File: config.mk
export PLATFORM = sky130hd
export DESIGN_NAME = noc_flit_rx_endpoint
export DESIGN_NICKNAME = d
export VERILOG_FILES = /design/src/rtl/noc_pkg.sv /design/src/rtl/noc_flit_fifo.sv /design/src/rtl/noc_flit_rx_endpoint.sv
export SDC_FILE = /design/constraint.sdc
export NUM_CORES = 1
export LEC_CHECK = 0
export ABC_CLOCK_PERIOD_IN_PS = 8900
export CORE_MARGIN = 2
export CORE_UTILIZATION = 55
export CTS_CLUSTER_SIZE = 8
export DETAILED_ROUTE_END_ITERATION = 12
export PLACE_DENSITY = 0.74
export SLEW_MARGIN = 20
export SYNTH_ARGS = -nofsm -noshare
export SYNTH_HDL_FRONTEND = slang
export SYNTH_SLANG_ARGS = --single-unit
File: constraint.sdc
create_clock -name clk -period 8.9 [get_ports clk]
set_input_delay 1.78 -clock clk [delete_from_list [all_inputs] [get_ports clk]]
set_output_delay 1.78 -clock clk [all_outputs]
set_load 0.01 [all_outputs]
File: src/rtl/noc_pkg.sv
// Shared defaults, the flit record and the SER_FACTOR legality check for the NoC receive endpoint.
package noc_pkg;

    localparam int FLIT_WIDTH_DEF = 32;
    localparam int DEST_WIDTH_DEF = 6;

    typedef struct packed {
        logic [FLIT_WIDTH_DEF-1:0] data;
        logic [DEST_WIDTH_DEF-1:0] dest;
        logic                      tail;
    } flit_t;

    function automatic bit ser_factor_ok(input int ser);
        return (ser == 1) || (ser == 2) || (ser == 4);
    endfunction

endpackage

File: src/rtl/noc_flit_fifo.sv
// Show-ahead synchronous FIFO; a write is accepted while full if a read retires an entry that same cycle.
module noc_flit_fifo #(
    parameter int WIDTH = 39,
    parameter int DEPTH = 8,
    parameter int ADDRW = 3
) (
    input  logic             clk,
    input  logic             rst,
    input  logic             wr_en,
    input  logic [WIDTH-1:0] wr_data,
    input  logic             rd_en,
    output logic [WIDTH-1:0] rd_data,
    output logic             full,
    output logic             empty,
    output logic [ADDRW:0]   count
);

    localparam int CNTW = ADDRW + 1;

    logic [WIDTH-1:0] mem_q [DEPTH];
    logic [ADDRW-1:0] wr_ptr_q, wr_ptr_d;
    logic [ADDRW-1:0] rd_ptr_q, rd_ptr_d;
    logic [CNTW-1:0]  count_q, count_d;
    logic             do_wr, do_rd;

    assign empty   = (count_q == '0);
    assign full    = (count_q == CNTW'(DEPTH));
    assign count   = count_q;
    assign rd_data = mem_q[rd_ptr_q];

    // NOTE: every variable gets a default before any branch so no latch is inferred.
    always_comb begin
        do_rd    = rd_en && !empty;
        do_wr    = wr_en && (!full || do_rd);
        wr_ptr_d = wr_ptr_q + ADDRW'(do_wr);
        rd_ptr_d = rd_ptr_q + ADDRW'(do_rd);
        count_d  = count_q;
        if (do_wr && !do_rd) begin
            count_d = count_q + CNTW'(1);
        end else if (!do_wr && do_rd) begin
            count_d = count_q - CNTW'(1);
        end
    end

    // NOTE: non-blocking assignments in clocked blocks so all flops update from pre-edge values.
    always_ff @(posedge clk) begin
        if (rst) begin
            wr_ptr_q <= '0;
            rd_ptr_q <= '0;
            count_q  <= '0;
        end else begin
            wr_ptr_q <= wr_ptr_d;
            rd_ptr_q <= rd_ptr_d;
            count_q  <= count_d;
        end
    end

    // NOTE: storage is not reset; the pointers and count alone decide which entries are valid.
    always_ff @(posedge clk) begin
        if (do_wr) begin
            mem_q[wr_ptr_q] <= wr_data;
        end
    end

endmodule

File: src/rtl/noc_flit_rx_endpoint.sv
// Credit-flow receive endpoint: buffers flits, packs SER_FACTOR flits per AXIS beat and returns one credit per pop.
module noc_flit_rx_endpoint
    import noc_pkg::*;
#(
    parameter int FLIT_WIDTH = FLIT_WIDTH_DEF,
    parameter int DEST_WIDTH = DEST_WIDTH_DEF,
    parameter int SER_FACTOR = 1,
    parameter int DATAW      = FLIT_WIDTH * SER_FACTOR,
    parameter int BUF_DEPTH  = 8,
    parameter int BUF_ADDRW  = 3
) (
    input  logic                  clk,
    input  logic                  rst,
    input  logic [FLIT_WIDTH-1:0] data_in,
    input  logic [DEST_WIDTH-1:0] dest_in,
    input  logic                  is_tail_in,
    input  logic                  send_in,
    output logic                  credit_out,
    output logic                  axis_tx_tvalid,
    input  logic                  axis_tx_tready,
    output logic [DATAW-1:0]      axis_tx_tdata,
    output logic [DEST_WIDTH-1:0] axis_tx_tdest,
    output logic                  axis_tx_tlast,
    output logic [BUF_ADDRW:0]    occupancy,
    output logic                  err_overflow
);

    localparam int IDXW = (SER_FACTOR > 1) ? $clog2(SER_FACTOR) : 1;
    localparam logic [IDXW-1:0] LAST_IDX = IDXW'(SER_FACTOR - 1);

    if (!ser_factor_ok(SER_FACTOR)) begin : g_bad_ser
        $error("SER_FACTOR must be 1, 2 or 4");
    end

    typedef struct packed {
        logic [FLIT_WIDTH-1:0] data;
        logic [DEST_WIDTH-1:0] dest;
        logic                  tail;
    } rx_flit_t;

    rx_flit_t in_flit, head;
    logic     fifo_full, fifo_empty, pop, out_free, completes;

    logic [DATAW-1:0]      merged;
    logic [DEST_WIDTH-1:0] beat_dest;

    logic [DATAW-1:0]      asm_data_q, asm_data_d;
    logic [DEST_WIDTH-1:0] asm_dest_q, asm_dest_d;
    logic [IDXW-1:0]       asm_idx_q, asm_idx_d;
    logic                  tvalid_q, tvalid_d;
    logic [DATAW-1:0]      tdata_q, tdata_d;
    logic [DEST_WIDTH-1:0] tdest_q, tdest_d;
    logic                  tlast_q, tlast_d;
    logic                  credit_q, credit_d;
    logic                  err_q, err_d;

    assign in_flit = '{data: data_in, dest: dest_in, tail: is_tail_in};

    noc_flit_fifo #(
        .WIDTH ($bits(rx_flit_t)),
        .DEPTH (BUF_DEPTH),
        .ADDRW (BUF_ADDRW)
    ) u_fifo (
        .clk     (clk),
        .rst     (rst),
        .wr_en   (send_in),
        .wr_data (in_flit),
        .rd_en   (pop),
        .rd_data (head),
        .full    (fifo_full),
        .empty   (fifo_empty),
        .count   (occupancy)
    );

    // A completing flit goes straight into the output register, so it may only pop when that register frees up.
    always_comb begin
        out_free  = !tvalid_q || axis_tx_tready;
        completes = head.tail || (asm_idx_q == LAST_IDX);
        pop       = !fifo_empty && (!completes || out_free);

        merged = (asm_idx_q == '0) ? '0 : asm_data_q;
        for (int k = 0; k < SER_FACTOR; k++) begin
            if (asm_idx_q == IDXW'(k)) begin
                merged[k*FLIT_WIDTH +: FLIT_WIDTH] = head.data;
            end
        end
        beat_dest = (asm_idx_q == '0) ? head.dest : asm_dest_q;

        asm_data_d = asm_data_q;
        asm_dest_d = asm_dest_q;
        asm_idx_d  = asm_idx_q;
        tvalid_d   = tvalid_q && !axis_tx_tready;
        tdata_d    = tdata_q;
        tdest_d    = tdest_q;
        tlast_d    = tlast_q;

        if (pop) begin
            if (completes) begin
                tvalid_d  = 1'b1;
                tdata_d   = merged;
                tdest_d   = beat_dest;
                tlast_d   = head.tail;
                asm_idx_d = '0;
            end else begin
                asm_data_d = merged;
                asm_dest_d = beat_dest;
                asm_idx_d  = asm_idx_q + IDXW'(1);
            end
        end

        credit_d = pop;
        err_d    = err_q || (send_in && fifo_full && !pop);
    end

    always_ff @(posedge clk) begin
        if (rst) begin
            asm_data_q <= '0;
            asm_dest_q <= '0;
            asm_idx_q  <= '0;
            tvalid_q   <= 1'b0;
            tdata_q    <= '0;
            tdest_q    <= '0;
            tlast_q    <= 1'b0;
            credit_q   <= 1'b0;
            err_q      <= 1'b0;
        end else begin
            asm_data_q <= asm_data_d;
            asm_dest_q <= asm_dest_d;
            asm_idx_q  <= asm_idx_d;
            tvalid_q   <= tvalid_d;
            tdata_q    <= tdata_d;
            tdest_q    <= tdest_d;
            tlast_q    <= tlast_d;
            credit_q   <= credit_d;
            err_q      <= err_d;
        end
    end

    assign credit_out     = credit_q;
    assign axis_tx_tvalid = tvalid_q;
    assign axis_tx_tdata  = tdata_q;
    assign axis_tx_tdest  = tdest_q;
    assign axis_tx_tlast  = tlast_q;
    assign err_overflow   = err_q;

endmodule

==> results.cfg, run 1 <==
[die]
boundaryPins = 89
rows = 60
die-height_um = 170
initial_core_util_pct = 56.1
core_um2 = 27000
die_w_um = 170
dieArea_um2 = 28900

[sta]
slew_headroom_pct = 27.6
clock.fmax_ghz = 0.224
final.setup_skew_ps = 16.6
layout_min_cycle_time_ps = 4470
hold_viol = 0
tns_ps = 0
finalCritPeriodShare_pct = 50.2
finalSetupViolations = 0
report.final.slew_viol_count = 0
rsz0062_at_grt = no
worstMarginPinSlew_ps = 1090

[cts]
cts_tree = built
cts_num_sinks = 403
clockRootBuffer = clkbuf_16
ctsResizeCount = 0
clock_path_buffers = 3
clk_pin_slew_ps = 50
h-tree-depth = 2
cts_setup_buffers = 0
cts-buffers-inserted = 56
cts_hold_buffers = 0
clk_latency_ps = 570

[placement]
port_buffers = 88
dp_hpwl_um = 15200
place.gp.congestion = 0.717

[route]
ant_nets = 0
drt-total-wl_um = 31200
drc_errors = 0
first_pass_iters = 5
first_iter_violations = 702
vias = 8344
viasPerCell = 5.90
wl_per_cell_um = 22.0

[power]
p_leak_nw = 6.09
p_per_area_nw_per_um2 = 301
finalPower_mw = 5.42
peakVddDrop_mv = 0.197

[finish]
seqCellArea_um2 = 11200
nets = 1075
num-fill-cells = 1854
layout-drive-gt1-share_pct = 9.05
multi_input_area_um2 = 3710
synthToLayoutAreaGrowth_pct = 18.8

[run_status]
status = finished, final reports clean

[logic_synthesis]
yosysWarnings = 0
netlist_area_um2 = 15200
synthFlopType = edfxtp_1
avgSynthCellArea_um2 = 16.5
synth_top_area_share_pct = 61.8
seq_area_frac_synth_pct = 73.8
synth_fp_nets = 972
synth-edff-count = 312
syn_inst = 921
synthTopCellsByArea = edfxtp_1 (62%), dfxtp_1 (12%), mux2i_1 (10%)
ys_async_sr_fraction_pct = 0
ys_ff_latch = 403
synth_top_cell_by_area = edfxtp_1
synth_cell_types = 39

[grt]
grt_overflow_total = 0
grt_start_max_net_pins = 92
grt_pass1_vias = 8399
grt_pass1_wl_um = 48100
grt_usage_pct = 22.0
antenna_found_initial = 0

[critical_path]
required_ps = 9380
worst-path-max-fanout = 63
critPathCaptureType = register
cp-start-kind = register
critical_path_class = reg2reg
crit_arrival_ps = 4940

[hold_path]
min_path_type = reg2reg

[flow_run]
cap_violations = 0
cells by family (layout without fill, tap and decap cells):
group,after synthesis,after routing,share of synthesized area (%)
mux,157,157,10.4
xor+xnor,5,5,0.289
buf+inv,63,214,2.20
simple gates,83,83,3.31
other cells,0,2,0
flops,403,403,73.8
compound gates,202,202,9.30
fa+ha+maj,8,8,0.710
metrics by stage:
stage               setup WS, ps  instance area (µm²)  utilization, %  hold WS (ps)  instances
CTS                         4460                18000            66.6           467       1413
finish                      4430                18000            66.6           467       1415
floorplan                   2100                15200               -           438        921
global placement            4300                16400            60.5           452       1307
detailed placement          4240                16400            60.5           455       1307
global route                4070                18000            66.6           474       1413
worst paths after layout:
check	slack, ps	startpoint	end	depth (start not counted)
setup / recovery	4430	u_fifo.rd_ptr_q[0]	u_fifo.count[3]	13
hold / removal	470	asm_data_q[14]	asm_data_q[14]	1
setup reg to reg	4430	u_fifo.rd_ptr_q[0]	u_fifo.count[3]	13
hold reg to reg	470	asm_data_q[14]	asm_data_q[14]	1
cells in the final DEF, fill, tap and decap left out, types with 4 or more instances in the layout:
cell type	instances
a22oi_1	39
a21oi_1	42
nand2_1	6
nor2_1	9
mux2i_1	157
edfxtp_1	312
dfxtp_1	90
buf_4	18
a221oi_1	37
clkdlybuf4s50_1	87
ha_1	7
clkbuf_16	57
a22o_1	39
o21ai_0	40
clkbuf_1	46
nor2b_1	42
xnor2_1	4
metal layers:
| layer | global-route usage, % | vias up | share of wire, % | wire (µm) |
|---|---|---|---|---|
| li1 | - | 3848 | - | - |
| met1 | 28.8 | 4220 | 43 | 13300 |
| met2 | 38.1 | 237 | 50 | 15700 |
| met3 | 3.88 | 39 | 5.4 | 1680 |
| met4 | 5.98 | 0 | 1.4 | 445 |
| met5 | 0 | - | 0 | 0 |
sequential cells by signal, indices dropped and copies added, names as in the netlist:
name             count
asm_dest_q           6
u_fifo.mem_q       312
asm_idx_q            1
err_overflow         1
axis_tx_tdest        6
asm_data_q          32
credit_out           1
axis_tx_tvalid       1
axis_tx_tdata       32
u_fifo.rd_ptr_q      3
u_fifo.wr_ptr_q      3
u_fifo.count         4
axis_tx_tlast        1
final cells by class:
type | instances | area share [%]
Timing Repair Buffer | 105 | 5.59
Inverter | 3 | 0.0626
Clock buffer | 103 | 8.88
Tap cell | 341 | 2.37
Antenna cell | 2 | 0.0278
Clock inverter | 3 | 0.250
Multi-Input combinational cell | 455 | 20.6
Sequential cell | 403 | 62.2
critical path, cell delays in order, from the launching register on:
cell	delay (ps)
dfxtp_4	1070
mux2i_1	180
a22o_1	320
o21a_2	570
nor3_4	590
nor2_1	120
ha_1	260
inv_1	130
ha_1	240
a21o_1	170
a21oi_1	170
xnor2_1	90
or3_1	310
a21oi_1	140
synthesized netlist by cell type, drive strengths merged, types with 4 or more instances:
cell / instances
a21oi: 42
nand2: 6
mux2i: 157
ha: 7
a221oi: 37
o21ai: 41
buf: 28
nor3: 6
a22oi: 39
dfxtp: 91
nor2: 11
xnor2: 4
clkbuf: 32
nor2b: 44
edfxtp: 312
a22o: 39
power breakdown:
group / switching [mW] / internal, mW
Sequential: 0.135 / 2.17
Clock: 0.745 / 1.20
Combinational: 0.608 / 0.560
Total: 1.49 / 3.93
(Power assumes the default switching activity.)
==> run 2, diff against run 1 <==
--- a/config.mk
+++ b/config.mk
@@ -5,7 +5,7 @@
 export SDC_FILE = /design/constraint.sdc
 export NUM_CORES = 1
 export LEC_CHECK = 0
-export ABC_CLOCK_PERIOD_IN_PS = 8900
+export ABC_CLOCK_PERIOD_IN_PS = 4200
 export CORE_MARGIN = 2
 export CORE_UTILIZATION = 55
 export CTS_CLUSTER_SIZE = 8
==> constraint.sdc (replaced) <==
create_clock -name clk -period 4.2 [get_ports clk]
set_input_delay 0.84 -clock clk [delete_from_list [all_inputs] [get_ports clk]]
set_output_delay 0.84 -clock clk [all_outputs]
set_load 0.01 [all_outputs]
==> results.cfg, run 2 (synthesis gave the netlist of run 1 again) <==
[cts]
cts_num_sinks = 403
h-tree-depth = 2
cts_tree = built
clockRootBuffer = clkbuf_16
clk_latency_ps = 570
ctsResizeCount = 0
cts_hold_buffers = 0
clock_path_buffers = 3
clk_pin_slew_ps = 50
cts-buffers-inserted = 56
cts_setup_buffers = 0

[die]
dieArea_um2 = 28900
die_w_um = 170
die-height_um = 170
rows = 60
boundaryPins = 89
initial_core_util_pct = 56.1
core_um2 = 27000

[finish]
synthToLayoutAreaGrowth_pct = 19.1
final_cell_mix = edfxtp_1 (312), mux2i_1 (157), dfxtp_1 (90), clkdlybuf4s50_1 (87), clkbuf_16 (57)
largest_reg_flops = 312
layout-drive-gt1-share_pct = 9.14
finalNonFillerCells = 1415
layout_commonest_cell = edfxtp_1
nets = 1077
num-fill-cells = 1840
post-route-util_pct = 66.8
largest-register = u_fifo.mem_q

[power]
switching_share_pct = 27.3
p_clk_share_pct = 35.6
peakVddDrop_mv = 0.420
finalPower_mw = 11.5
internal_power_mw = 8.36
comb_power_share_pct = 22.8
p_leak_nw = 6.11
p_per_area_nw_per_um2 = 637
net-switching-power_mw = 3.14
seqPwrFrac_pct = 41.6

[sta]
slew_headroom_pct = 17.2
clock.fmax_ghz = 0.338
worstMarginPinSlew_ps = 1240
hold_viol = 0
report.final.slew_viol_count = 0
whs_ps = 466
rsz0062_at_grt = no
finalCritPeriodShare_pct = 70.5
final.setup_skew_ps = 28.1
finalSetupViolations = 0
layout_min_cycle_time_ps = 2960

[hold_path]
min_path_type = reg2reg
worstHoldStart = asm_dest_q[4]

[route]
ant_nets = 0
vias = 8508
drt-total-wl_um = 31800
drc_errors = 0
wl_per_cell_um = 22.4
viasPerCell = 6.01
first_iter_violations = 628
first_pass_iters = 5

[grt]
grt_pass1_wl_um = 48900
grt_pass1_vias = 8479
grt_usage_pct = 22.3
antenna_found_initial = 1
grt_start_max_net_pins = 154
gr-max-usage-layer = met2
groute.layer.met3.usage_pct = 3.84
grt_overflow_total = 0
met2_usage_pct = 36.6
grt_util_met1_pct = 30.6

[placement]
place.gp.congestion = 0.716
numPlacedInstances = 1309
dp_hpwl_um = 15400
port_buffers = 88

[critical_path]
required_ps = 4670
critical_path_class = reg2reg
r2r_slack_ps = 1240
r2r_start = u_fifo.rd_ptr_q[2]
worst-path-max-fanout = 5
cp-start-kind = register
crit_arrival_ps = 3430
critPathCaptureType = register
timing.critical_path.from = u_fifo.rd_ptr_q[2]

[flow_run]
cap_violations = 0

[run_status]
status = finished, final reports clean
-- run 2: changes by cell type in the layout (fill, tap and decap cells not counted), sizes merged --
cell / before / now
clkbuf: 103 / 102
buf: 18 / 20
clkinv: 1 / 0
-- run 2: final cells by class --
type	instances	area (µm²)	share of cell area (%)
Multi-Input combinational cell	455	3740	20.7
Antenna cell	2	5.00	0.0277
Timing Repair Buffer	107	1050	5.80
Sequential cell	403	11200	62.0
Inverter	3	11.3	0.0624
Clock inverter	2	26.3	0.146
Clock buffer	102	1600	8.84
Tap cell	341	427	2.36
-- run 2: final timing paths --
kind / to / depth (start not counted)
worst max-delay path: u_fifo.count[3] / 13
worst min-delay path: asm_dest_q[4] / 1
worst max register to register: u_fifo.count[3] / 13
worst min register to register: asm_dest_q[4] / 1
-- run 2: metal layers --
| metal | routed length (µm) | part of all wire, % | vias up |
|---|---|---|---|
| li1 | - | - | 3849 |
| met1 | 13700 | 43 | 4304 |
| met2 | 15500 | 49 | 284 |
| met3 | 1820 | 5.7 | 71 |
| met4 | 683 | 2.2 | 0 |
| met5 | 0 | 0 | - |
-- run 2: critical path, stage by stage, from the launching register on --
cell,delay [ps]
dfxtp_1,400
and2_1,220
a22o_1,260
o21a_2,280
nor3_4,180
nor2_1,80
ha_1,230
inv_1,110
ha_1,250
a21o_1,170
a21oi_1,180
xnor2_1,90
or3_1,300
a21oi_1,140
-- run 2: power by group through the flow --
stage          registers [mW]  clock network [mW]  logic [mW]
5_1_grt                  4.80                4.33        2.84
2_1_floorplan            4.89                   0        1.64
3_3_place_gp             4.84                   0        2.58
4_1_cts                  4.78                4.14        2.65
6_report                 4.78                4.09        2.63
3_5_place_dp             4.85                   0        2.63
-- run 2: stage by stage --
stage | worst slack [ps] | instance area [µm²] | TNS (ps)
after floorplan | -466 | 15200 | -67550
after CTS | 1250 | 18000 | 0
final | 1240 | 18000 | 0
after detailed placement | 826 | 16400 | 0
after global placement | 861 | 16400 | 0
after global routing | 1020 | 18000 | 0
